==> config.mk <==
export PLATFORM = sky130hd
export DESIGN_NAME = ofmd_seq_ctrl
export DESIGN_NICKNAME = d
export VERILOG_FILES = /design/src/rtl/ofmd_pkg.sv /design/src/rtl/ofmd_addr_counter.sv /design/src/rtl/ofmd_seq_ctrl.sv
export SDC_FILE = /design/constraint.sdc
export NUM_CORES = 1
export LEC_CHECK = 0
export ABC_AREA = 1
export CAP_MARGIN = 20
export CORE_MARGIN = 5
export CORE_UTILIZATION = 30
export CTS_BUF_LIST = sky130_fd_sc_hd__clkbuf_8
export CTS_CLUSTER_SIZE = 40
export DETAILED_ROUTE_END_ITERATION = 8
export DONT_BUFFER_PORTS = 1
export SLEW_MARGIN = 10
export SYNTH_ARGS = -nofsm -noshare
export SYNTH_HDL_FRONTEND = slang
export SYNTH_HIERARCHICAL = 1
export SYNTH_SLANG_ARGS = --single-unit
==> constraint.sdc <==
create_clock -name clk -period 2.05 [get_ports clk]
set_input_delay 0.3075 -clock clk [delete_from_list [all_inputs] [get_ports clk]]
set_output_delay 0.3075 -clock clk [all_outputs]
set_load 0.02 [all_outputs]
==> src/rtl/ofmd_pkg.sv <==
// Shared sizes and FSM state encoding for the OFMD RAM sequencer.
package ofmd_pkg;

    localparam int unsigned OFMD_DEPTH  = 64;
    localparam int unsigned OFMD_ADDR_W = 6;
    localparam int unsigned OFMD_DATA_W = 8;
    localparam int unsigned OFMD_CNT_W  = OFMD_ADDR_W + 1;

    typedef enum logic [1:0] {
        IDLE  = 2'd0,
        FILL  = 2'd1,
        DRAIN = 2'd2
    } ofmd_state_t;

endpackage

==> src/rtl/ofmd_addr_counter.sv <==
// Job word counter: clear / increment, exposes the RAM address bits and a
// terminal-count compare against a caller-supplied limit.
module ofmd_addr_counter #(
    parameter int unsigned CNT_W = 7
) (
    input  logic             clk,
    input  logic             rst,
    input  logic             i_clr,
    input  logic             i_inc,
    input  logic [CNT_W-1:0] i_tc,
    output logic [CNT_W-2:0] o_addr,
    output logic             o_tc
);

    logic [CNT_W-1:0] r_cnt;

    always_ff @(posedge clk) begin
        if (rst) begin
            r_cnt <= '0;
        end else if (i_clr) begin
            r_cnt <= '0;
        end else if (i_inc) begin
            r_cnt <= r_cnt + CNT_W'(1);
        end
    end

    // One extra count bit lets a full-depth job end without wrapping.
    assign o_addr = r_cnt[CNT_W-2:0];
    assign o_tc   = (r_cnt == i_tc);

endmodule

==> src/rtl/ofmd_seq_ctrl.sv <==
// OFMD RAM sequencer: fills the RAM from the conv-result stream, then drains it in order.
// Build option OFMD_RELU_EN: clamp negative (signed) results to zero on write.
module ofmd_seq_ctrl
    import ofmd_pkg::*;
#(
    parameter int unsigned DEPTH  = OFMD_DEPTH,
    parameter int unsigned ADDR_W = OFMD_ADDR_W,
    parameter int unsigned DATA_W = OFMD_DATA_W
) (
    input  logic              clk,
    input  logic              rst,
    input  logic              start,
    input  logic [ADDR_W:0]   num_words,
    input  logic              in_valid,
    input  logic [DATA_W-1:0] in_data,
    output logic              in_ready,
    output logic              out_valid,
    output logic [DATA_W-1:0] out_data,
    input  logic              out_ready,
    output logic              ram_write,
    output logic [ADDR_W-1:0] ram_write_addr,
    output logic [DATA_W-1:0] ram_wdata,
    output logic              ram_read,
    output logic [ADDR_W-1:0] ram_read_addr,
    input  logic [DATA_W-1:0] ram_rdata,
    output logic              busy,
    output logic              done,
    output logic              err
);

    localparam int unsigned CNT_W = ADDR_W + 1;

    ofmd_state_t      r_state;
    ofmd_state_t      w_state_nxt;
    logic [CNT_W-1:0] r_len;
    logic [CNT_W-1:0] w_len_nxt;
    logic [CNT_W-1:0] w_len_m1;
    logic             r_out_valid;
    logic             w_out_valid_nxt;
    logic             r_done;
    logic             w_done_nxt;
    logic             r_err;
    logic             w_err_nxt;
    logic             w_len_ok;
    logic             w_cnt_clr;
    logic             w_wr_fire;
    logic             w_rd_issue;
    logic             w_wr_last;
    logic             w_rd_end;
    logic [ADDR_W-1:0] w_wr_addr;
    logic [ADDR_W-1:0] w_rd_addr;

    assign w_len_ok = (num_words != '0) && (num_words <= CNT_W'(DEPTH));
    assign w_len_m1 = r_len - CNT_W'(1);

    always_ff @(posedge clk) begin
        if (rst) begin
            r_state     <= IDLE;
            r_len       <= '0;
            r_out_valid <= 1'b0;
            r_done      <= 1'b0;
            r_err       <= 1'b0;
        end else begin
            r_state     <= w_state_nxt;
            r_len       <= w_len_nxt;
            r_out_valid <= w_out_valid_nxt;
            r_done      <= w_done_nxt;
            r_err       <= w_err_nxt;
        end
    end

    always_comb begin
        w_state_nxt     = r_state;
        w_len_nxt       = r_len;
        w_out_valid_nxt = r_out_valid;
        w_done_nxt      = 1'b0;
        w_err_nxt       = 1'b0;
        w_cnt_clr       = 1'b0;
        w_wr_fire       = 1'b0;
        w_rd_issue      = 1'b0;
        case (r_state)
            IDLE: begin
                if (start) begin
                    if (w_len_ok) begin
                        w_state_nxt = FILL;
                        w_len_nxt   = num_words;
                        w_cnt_clr   = 1'b1;
                    end else begin
                        w_err_nxt = 1'b1;
                    end
                end
            end
            FILL: begin
                w_wr_fire = in_valid;
                if (in_valid && w_wr_last) begin
                    w_state_nxt = DRAIN;
                end
            end
            DRAIN: begin
                // A new read may overlap the consumer taking the current word.
                w_rd_issue = !w_rd_end && (!r_out_valid || out_ready);
                if (w_rd_issue) begin
                    w_out_valid_nxt = 1'b1;
                end else if (out_ready) begin
                    w_out_valid_nxt = 1'b0;
                end
                if (r_out_valid && out_ready && w_rd_end) begin
                    w_state_nxt = IDLE;
                    w_done_nxt  = 1'b1;
                end
            end
            default: begin
                w_state_nxt = IDLE;
            end
        endcase
    end

    ofmd_addr_counter #(.CNT_W(CNT_W)) u_wr_cnt (
        .clk    (clk),
        .rst    (rst),
        .i_clr  (w_cnt_clr),
        .i_inc  (w_wr_fire),
        .i_tc   (w_len_m1),
        .o_addr (w_wr_addr),
        .o_tc   (w_wr_last)
    );

    ofmd_addr_counter #(.CNT_W(CNT_W)) u_rd_cnt (
        .clk    (clk),
        .rst    (rst),
        .i_clr  (w_cnt_clr),
        .i_inc  (w_rd_issue),
        .i_tc   (r_len),
        .o_addr (w_rd_addr),
        .o_tc   (w_rd_end)
    );

    // RAM strobes are suppressed while reset is held.
    assign ram_write      = w_wr_fire & ~rst;
    assign ram_write_addr = w_wr_addr;
    assign ram_read       = w_rd_issue & ~rst;
    assign ram_read_addr  = w_rd_addr;

`ifdef OFMD_RELU_EN
    assign ram_wdata = in_data[DATA_W-1] ? '0 : in_data;
`else
    assign ram_wdata = in_data;
`endif

    assign in_ready  = (r_state == FILL);
    assign busy      = (r_state != IDLE);
    assign out_valid = r_out_valid;
    assign out_data  = ram_rdata;
    assign done      = r_done;
    assign err       = r_err;

endmodule

==> results.toml, run 1 <==
[sta]
fin_tns_setup_ps = 0
relSlewSlack = 0.719
fin_crit_sh = 0.924
clock.fmax_mhz = 528
hold_viol = 0
grt_setup_unrepaired = "false"
finClkSkew_ps = 5.72
setup_viol = 0
layout_min_cycle_time_ps = 1890
finalMaxSlewViolations = 0
tightest_slew_ps = 420

[logic_synthesis]
yosysUniqueCellTypes = 22
synth_seq_cells = 26
synth-seq-area-share = 0.282
ys_warn_count = 6
syn_area_um2 = 1850
syn_area_per_cell_um2 = 6.45
synthCells = 286
syn_nets = 317

[flow_run]
drv_cap = 0

[floorplan]
io_pins = 63
coreArea_um2 = 5960
die-area_um2 = 7820
fp.dieW_um = 88.4
die_h_um = 88.4
rows = 28
initial_core_util = 0.310

[power]
leakagePower_nw = 0.857
powerDensity_nw_per_um2 = 601
sw_frac_of_total = 0.324
peakVddDrop_mv = 0.407
power.share.clock = 0.263
p_comb_frac = 0.255
seq_power_share = 0.482
internal_power_mw = 0.779
total_power_mw = 1.15
p_switching_mw = 0.374

[placement]
gp_congestion = 0.778
io_buffer_count = 0
dp_hpwl_um = 3050

[global_route]
grt_pass1_wl_um = 6520
antenna_found_initial = 0
grtUsageTotal = 0.107
gr-max-usage-layer = "met2"
first_global_vias = 1433
met3_usage = 0.0354
grt-ovfl-total = 0
use_met2 = 0.170
grtUsageMet1 = 0.133
grt_max_degree = 14

[outcome]
run_status = "completed"

[route]
dr.pass1.iters = 4
first_iter_violations = 79
routedWlPerCell_um = 11.3
vias = 1541
routed_via_density = 4.42
wl_um = 3940
ant_nets = 0
drc_errors = 0

[clock_network]
cts_max_path_buffers = 2
cts_hold_buf = 0
htree_levels = 1
clk_latency_ps = 280
cts.sinks = 26
cts_root_buffer = "clkbuf_8"
numCtsBuffers = 3
clk_pin_slew_ps = 90
cts_tree = "done"

[worst_setup_path]
r2r-start = "r_len[0]"
cp_common_cell = "nand2_1"
worst-path-buf-inv = 3
worst_path_dominant_cell_family = "simple AND/OR/NAND/NOR gates"
r2r_cells = 15
path_class = "reg -> out"
slowest_stage = "dfxtp_4"
path_cells = "buf_4 -> inv_1 -> nand2_1 -> nand2_1 -> nor2_1 -> nand2_1 -> nor2_1 -> or2_1 -> nor2_2 -> buf_4"
crit_fanout = 4
worstSetupStartpoint = "r_len[1]"
worst_ep_required_time_ps = 1740
crit_path_end_kind = "primary output"
cp.arrival_ps = 1590
startpoint_type = "register"
path_depth = 10
slowest_delay_ps = 370

[hold_path]
holdPathStages = 1
worstHoldStart = "rst"
hp-class = "in -> reg"

[finish]
drive_above_1_share = 0.208
synthToLayoutAreaGrowth_pct = 3.86
diodes = 0
nFillCells = 668
finalNetCount = 307
[cell usage after synthesis, drive strengths merged]
| library cell | count | area, um^2 |
|---|---|---|
| buf | 30 | 233 |
| a21oi | 22 | 140 |
| o21ai | 6 | 30.0 |
| nor3 | 5 | 25.0 |
| dfxtp | 26 | 521 |
| xor2 | 3 | 26.3 |
| nor2 | 44 | 208 |
| nand4 | 1 | 6.26 |
| xnor2 | 4 | 35.0 |
| nand3 | 17 | 100 |
| inv | 50 | 188 |
| nand2 | 73 | 284 |
| or2 | 2 | 12.5 |
| ha | 3 | 37.5 |
[final cells by class]
cell class              instances  area [um^2]  share of cell area
inverters                      50          190              0.0992
clock buffers                   3         41.3              0.0215
well taps                      75         93.8              0.0490
multi-input cells             180          948               0.495
flip-flops and latches         26          531               0.277
repair buffers                 15          113              0.0587
[logic make-up (layout without fill, tap and decap cells)]
family / count (synthesis) / count (layout) / synth area share
xor+xnor: 7 / 7 / 0.0332
flops: 26 / 26 / 0.282
buf+inv: 80 / 68 / 0.228
compound gates: 28 / 28 / 0.0922
simple gates: 142 / 142 / 0.344
fa+ha+maj: 3 / 3 / 0.0203
[layer usage]
metal	vias to the layer above	wire (um)
met4	0	57
met3	5	284
li1	814	-
met2	35	1780
met5	-	0
met1	687	1820
[power by group through the flow]
stage | combinational [mW] | clock [mW] | sequential, mW
4_1_cts | 0.261 | 0.312 | 0.554
2_1_floorplan | 0.268 | 0 | 0.558
3_3_place_gp | 0.258 | 0 | 0.565
3_5_place_dp | 0.259 | 0 | 0.566
5_1_grt | 0.337 | 0.325 | 0.560
6_report | 0.294 | 0.303 | 0.556
[cells in the final DEF (no fill, tap or decap), types with 4 or more instances in the layout]
master / instances
o21ai_0: 6
dfxtp_1: 22
xnor2_1: 4
inv_1: 47
nor3_1: 4
a21oi_2: 8
nor2_1: 31
nand3_1: 14
nor2_2: 10
buf_4: 15
a21oi_1: 14
nand2_1: 68
nand2_2: 4
[state kept, by name, indices dropped and copies added (netlist names)]
register and cells:
u_wr_cnt/r_cnt 7, r_len 7, out_valid 1, r_state 2, err 1, done 1
u_rd_cnt/r_cnt 7
[worst paths after layout]
kind | to | slack, ps
worst max-delay path | ram_read | 160
worst min-delay path | r_state[0] | 90
worst max register to register | r_state[1] | 210
worst min register to register | u_rd_cnt/r_cnt[1] | 500
[stage by stage]
stage / hold WS, ps / instance area (um^2) / util / setup WS, ps / std cells
after global placement: 381 / 1800 / 0.302 / 93.5 / 343
final: 87.3 / 1920 / 0.322 / 156 / 349
after floorplan: 377 / 1850 / - / 367 / 286
after global routing: 79.5 / 1920 / 0.322 / 2.79 / 349
after CTS: 79.4 / 1840 / 0.309 / 42.7 / 346
after detailed placement: 382 / 1800 / 0.302 / 72.2 / 343
[repair_timing]
action | 4_1_cts | 5_1_grt
setup endpoints to repair | 0 | 3
gates resized for setup | 0 | 18
setup buffers | 0 | 3
Note: power is estimated with default switching activity, not from simulation.
==> run 2: changes to the inputs <==
--- a/config.mk
+++ b/config.mk
@@ -13,6 +13,7 @@
 export CTS_CLUSTER_SIZE = 40
 export DETAILED_ROUTE_END_ITERATION = 8
 export DONT_BUFFER_PORTS = 1
+export PLACE_DENSITY = 0.55
 export SLEW_MARGIN = 10
 export SYNTH_ARGS = -nofsm -noshare
 export SYNTH_HDL_FRONTEND = slang
==> run 2 against run 1 <==
  * First-iteration DRC count increased by 32%
  * Highest routed layer unchanged
  * Combinational power shrank 11%
  * Clock skew decreased by 3.8 ps
  * Cell count down 0.57%
  * Non-clock buffer count down 3
  * Count of clock-buffer cells in the layout is 1 higher
  * Critical path type unchanged
==> results.toml, run 2 (same netlist as run 1, synthesis figures left out) <==
[route]
routed_via_density = 4.30
routedWlPerCell_um = 11.0
first_iter_violations = 104
wl_um = 3810
dr.pass1.iters = 4
ant_nets = 0
vias = 1492
drc_errors = 0

[global_route]
grtUsageTotal = 0.105
first_global_vias = 1393
grt_max_degree = 15
grt_pass1_wl_um = 6410
grt-ovfl-total = 0
antenna_found_initial = 0

[finish]
most-common-layout-cells = "nand2_1 (69), inv_1 (48), nor2_1 (33)"
finalNetCount = 304
diodes = 0
synthToLayoutAreaGrowth_pct = 0.882
nFillCells = 653
drive_above_1_share = 0.180
layout_commonest_cell = "nand2_1"
reg.largest.list = "r_len x7, u_rd_cnt/r_cnt x7, u_wr_cnt/r_cnt x7"

[power]
powerDensity_nw_per_um2 = 624
seq_power_share = 0.478
p_comb_frac = 0.226
p_switching_mw = 0.362
internal_power_mw = 0.800
sw_frac_of_total = 0.312
power.share.clock = 0.296
leakagePower_nw = 0.845
peakVddDrop_mv = 0.246
total_power_mw = 1.16

[flow_run]
drv_cap = 0

[worst_setup_path]
ff2ff_setup_slack_ps = 220
path_cells = "nand2_1 -> nand2_1 -> nor2_1 -> nand2_1 -> nor2_1 -> or2_1 -> nor2_1 -> buf_4"
startpoint_type = "register"
r2r-start = "r_len[0]"
slowest_stage = "dfxtp_1"
worst_path_dominant_cell_family = "simple AND/OR/NAND/NOR gates"
path_class = "reg -> out"
r2r_cells = 15
slowest_delay_ps = 440
worst_ep_required_time_ps = 1740
worst-path-buf-inv = 1
r2r-end = "r_state[1]"
cp.arrival_ps = 1610
crit_path_end_kind = "primary output"
crit_fanout = 4

[sta]
tightest_slew_ps = 420
finClkSkew_ps = 1.92
setup_viol = 0
fin_tns_setup_ps = 0
fin_crit_sh = 0.935
finalHoldWorstSlack_ps = 86.1
hold_viol = 0
relSlewSlack = 0.719
clock.fmax_mhz = 522
layout_min_cycle_time_ps = 1920
finalMaxSlewViolations = 0
grt_setup_unrepaired = "false"

[hold_path]
hp-class = "in -> reg"
holdPathStages = 1
hold_path_end = "r_state[0]"
worstHoldStart = "rst"

[clock_network]
cts_root_buffer = "clkbuf_8"
cts.sinks = 26
numCtsBuffers = 3
cts_hold_buf = 0
cts-resized-gates = 0
post_cts_buffers = 0
htree_levels = 1
cts_tree = "done"
cts_max_path_buffers = 2
clk_pin_slew_ps = 90
clk_latency_ps = 270

[floorplan]
io_pins = 63
die-area_um2 = 7820
initial_core_util = 0.310
die_h_um = 88.4
rows = 28
fp.dieW_um = 88.4
coreArea_um2 = 5960

[placement]
gp_congestion = 0.840
dp_hpwl_um = 3090
io_buffer_count = 0

[outcome]
run_status = "completed"
-- run 2: changes by cell type in the layout (fill, tap and decap cells not counted), moves of 2 or more --
| cell | previous run | this run |
|---|---|---|
| nor2_1 | 31 | 33 |
| dfxtp_4 | 2 | 0 |
| buf_4 | 15 | 12 |
| nor2_2 | 10 | 8 |
| dfxtp_2 | 2 | 4 |
-- run 2: worst reg2reg max path, stage by stage (launching register included) --
cell and delay [ps]:
dfxtp_1 360, inv_2 100, ha_1 180, nand2_1 100
nor3_2 130, xor2_1 190, inv_1 60, nand2_1 50
nand2_1 50, nor2_1 80, nand2_1 50, nor2_1 120
nand2_1 80, nand2_1 80, nand2_1 50, a21oi_1 100
-- run 2: how the worst max path moves through the flow --
stage,slack [ps],start,endpoint,cells past startpoint
after floorplan,370,r_len[0],r_state[1],15
after global routing,10,r_len[0],ram_read,8
after CTS,80,u_rd_cnt/r_cnt[3],ram_read,8
after global placement,190,r_len[0],r_state[1],15
after detailed placement,160,r_len[0],r_state[1],15
final,130,r_len[6],ram_read,8
-- run 2: final cells by class --
| type | instances | area, um^2 | area share |
|---|---|---|---|
| Inverter | 50 | 188 | 0.101 |
| Clock buffer | 4 | 55.1 | 0.0296 |
| Tap cell | 75 | 93.8 | 0.0504 |
| Sequential cell | 26 | 526 | 0.282 |
| Timing Repair Buffer | 12 | 90.1 | 0.0484 |
| Multi-Input combinational cell | 180 | 910 | 0.489 |
-- run 2: power groups by stage --
stage	sequential [mW]	clock (mW)	combinational, mW
6_report	0.555	0.344	0.262
5_1_grt	0.560	0.382	0.302
4_1_cts	0.554	0.359	0.262
3_5_place_dp	0.566	0	0.261
3_3_place_gp	0.565	0	0.261
2_1_floorplan	0.558	0	0.268
-- run 2: routing by layer --
layer  track usage  wire length [um]  vias to the layer above
met3        0.0205               218                        7
met4        0.0467                49                        0
met1         0.134              1810                      637
li1              -                 -                      812
met5             0                 0                        -
met2         0.169              1740                       36
-- run 2: metrics by stage --
step | instance area (um^2) | cells | utilization | setup WS, ps
after floorplan | 1850 | 286 | - | 367
after global placement | 1800 | 343 | 0.302 | 187
after detailed placement | 1800 | 343 | 0.302 | 162
after CTS | 1850 | 347 | 0.311 | 84.2
after global routing | 1860 | 347 | 0.313 | 9.98
final | 1860 | 347 | 0.313 | 133
==> run 3: changes to the inputs <==
==> constraint.sdc (replaced) <==
create_clock -name clk -period 2.4 [get_ports clk]
set_input_delay 0.36 -clock clk [delete_from_list [all_inputs] [get_ports clk]]
set_output_delay 0.36 -clock clk [all_outputs]
set_load 0.02 [all_outputs]
==> run 3 against run 2 <==
  * Die area unchanged
  * Critical path depth down 1
  * Clock skew up 4.5 ps
  * Utilization down 0.92 points
  * Sequential power down 14%
  * Clock power down 14%
  * Non-clock buffer count down 6
  * Cell count down 1.7%
  * Design area down 3.0%
  * Worst setup slack better by 84 ps
==> results.toml, run 3 (same netlist as run 1, synthesis figures left out) <==
[worst_setup_path]
slowest_stage = "dfxtp_1"
r2r_cells = 15
worst-path-buf-inv = 1
path_depth = 7
worst_path_dominant_cell_family = "simple AND/OR/NAND/NOR gates"
startpoint_type = "register"
worst_ep_required_time_ps = 2040
crit_path_end_kind = "primary output"
cp.arrival_ps = 1820
path_class = "reg -> out"
path_cells = "inv_1 -> nand2_1 -> nand2_1 -> nand3_1 -> nor2_1 -> or2_1 -> nor2_1"
crit_fanout = 6
slowest_delay_ps = 540

[floorplan]
rows = 28
die-area_um2 = 7820
io_pins = 63
initial_core_util = 0.310
coreArea_um2 = 5960
fp.dieW_um = 88.4
die_h_um = 88.4

[route]
wl_um = 3780
routed_via_density = 4.29
vias = 1463
routedWlPerCell_um = 11.1
dr.pass1.iters = 4
first_iter_violations = 59
drc_errors = 0
ant_nets = 0

[finish]
diodes = 0
synthToLayoutAreaGrowth_pct = -2.10
reg.largest.list = "r_len x7, u_rd_cnt/r_cnt x7, u_wr_cnt/r_cnt x7"
finalNetCount = 298
layout_commonest_cell = "nand2_1"
nFillCells = 679
drive_above_1_share = 0.139
most-common-layout-cells = "nand2_1 (69), inv_1 (49), nor2_1 (33)"

[sta]
fin_tns_setup_ps = 0
relSlewSlack = 0.659
layout_min_cycle_time_ps = 2180
finalHoldWorstSlack_ps = 135
finalMaxSlewViolations = 0
tightest_slew_ps = 509
fin_crit_sh = 0.909
hold_viol = 0
setup_viol = 0
clock.fmax_mhz = 458
finClkSkew_ps = 6.44
grt_setup_unrepaired = "false"

[power]
powerDensity_nw_per_um2 = 543
seq_power_share = 0.488
p_comb_frac = 0.211
sw_frac_of_total = 0.311
power.share.clock = 0.301
leakagePower_nw = 0.809
internal_power_mw = 0.676
p_switching_mw = 0.305
peakVddDrop_mv = 0.220

[clock_network]
cts.sinks = 26
post_cts_buffers = 0
cts_root_buffer = "clkbuf_8"
cts-resized-gates = 0
clk_pin_slew_ps = 100
cts_tree = "done"
numCtsBuffers = 3
cts_hold_buf = 0
cts_max_path_buffers = 2
clk_latency_ps = 280
htree_levels = 1

[outcome]
run_status = "completed"

[global_route]
first_global_vias = 1393
grt_pass1_wl_um = 6440
antenna_found_initial = 0
grt_max_degree = 15
grt-ovfl-total = 0
grtUsageTotal = 0.106

[hold_path]
holdPathStages = 1
hp-class = "in -> reg"

[placement]
dp_hpwl_um = 3040
io_buffer_count = 0
gp_congestion = 0.793

[flow_run]
drv_cap = 0
## run 3: cell count changes in the layout (fill, tap and decap cells not counted), sizes merged
cell / previous run / this run
buf: 12 / 6
## run 3: power groups by stage
stage          logic, mW  registers, mW  clock network (mW)
6_report           0.207          0.478               0.295
5_1_grt            0.245          0.483               0.327
4_1_cts            0.211          0.479               0.309
3_5_place_dp       0.209          0.489                   0
3_3_place_gp       0.208          0.489                   0
2_1_floorplan      0.229          0.477                   0
## run 3: worst register-to-register path, stage by stage, from the launching register on
cell     delay, ps
dfxtp_1        370
inv_1          130
ha_1           200
nand2_1         90
nor3_1         170
xor2_1         200
inv_1           60
nand2_1         50
nand2_1         50
nor2_1          70
nand2_1         50
nor2_1         110
nand2_1         70
nand2_1         80
nand2_1         60
a21oi_1        110
## run 3: stage by stage
step	instances	cell area [um^2]	util	setup WS [ps]	total power [mW]
floorplan	286	1850	-	717	0.706
global placement	337	1750	0.294	481	0.697
detailed placement	337	1750	0.294	461	0.698
CTS	341	1810	0.303	184	0.998
global route	341	1810	0.303	62.5	1.06
finish	341	1810	0.303	218	0.981
## run 3: area by class of cell
cell class	instances	area, um^2	area share
Timing Repair Buffer	6	45.0	0.0249
Multi-Input combinational cell	180	905	0.501
Tap cell	75	93.8	0.0519
Clock buffer	4	55.1	0.0305
Inverter	50	188	0.104
Sequential cell	26	520	0.288
## run 3: final timing paths
path	start	to	slack (ps)
max	u_rd_cnt/r_cnt[3]	ram_read	220
min	rst	r_state[0]	140
max reg2reg	r_len[0]	r_state[1]	470
min reg2reg	u_rd_cnt/r_cnt[2]	u_rd_cnt/r_cnt[2]	520
## run 3: per-layer routing
metal | GRT usage | wire, um | vias to the layer above
li1 | - | - | 801
met1 | 0.131 | 1740 | 621
met2 | 0.171 | 1730 | 33
met3 | 0.0279 | 242 | 8
met4 | 0.0467 | 70 | 0
met5 | 0 | 0 | -
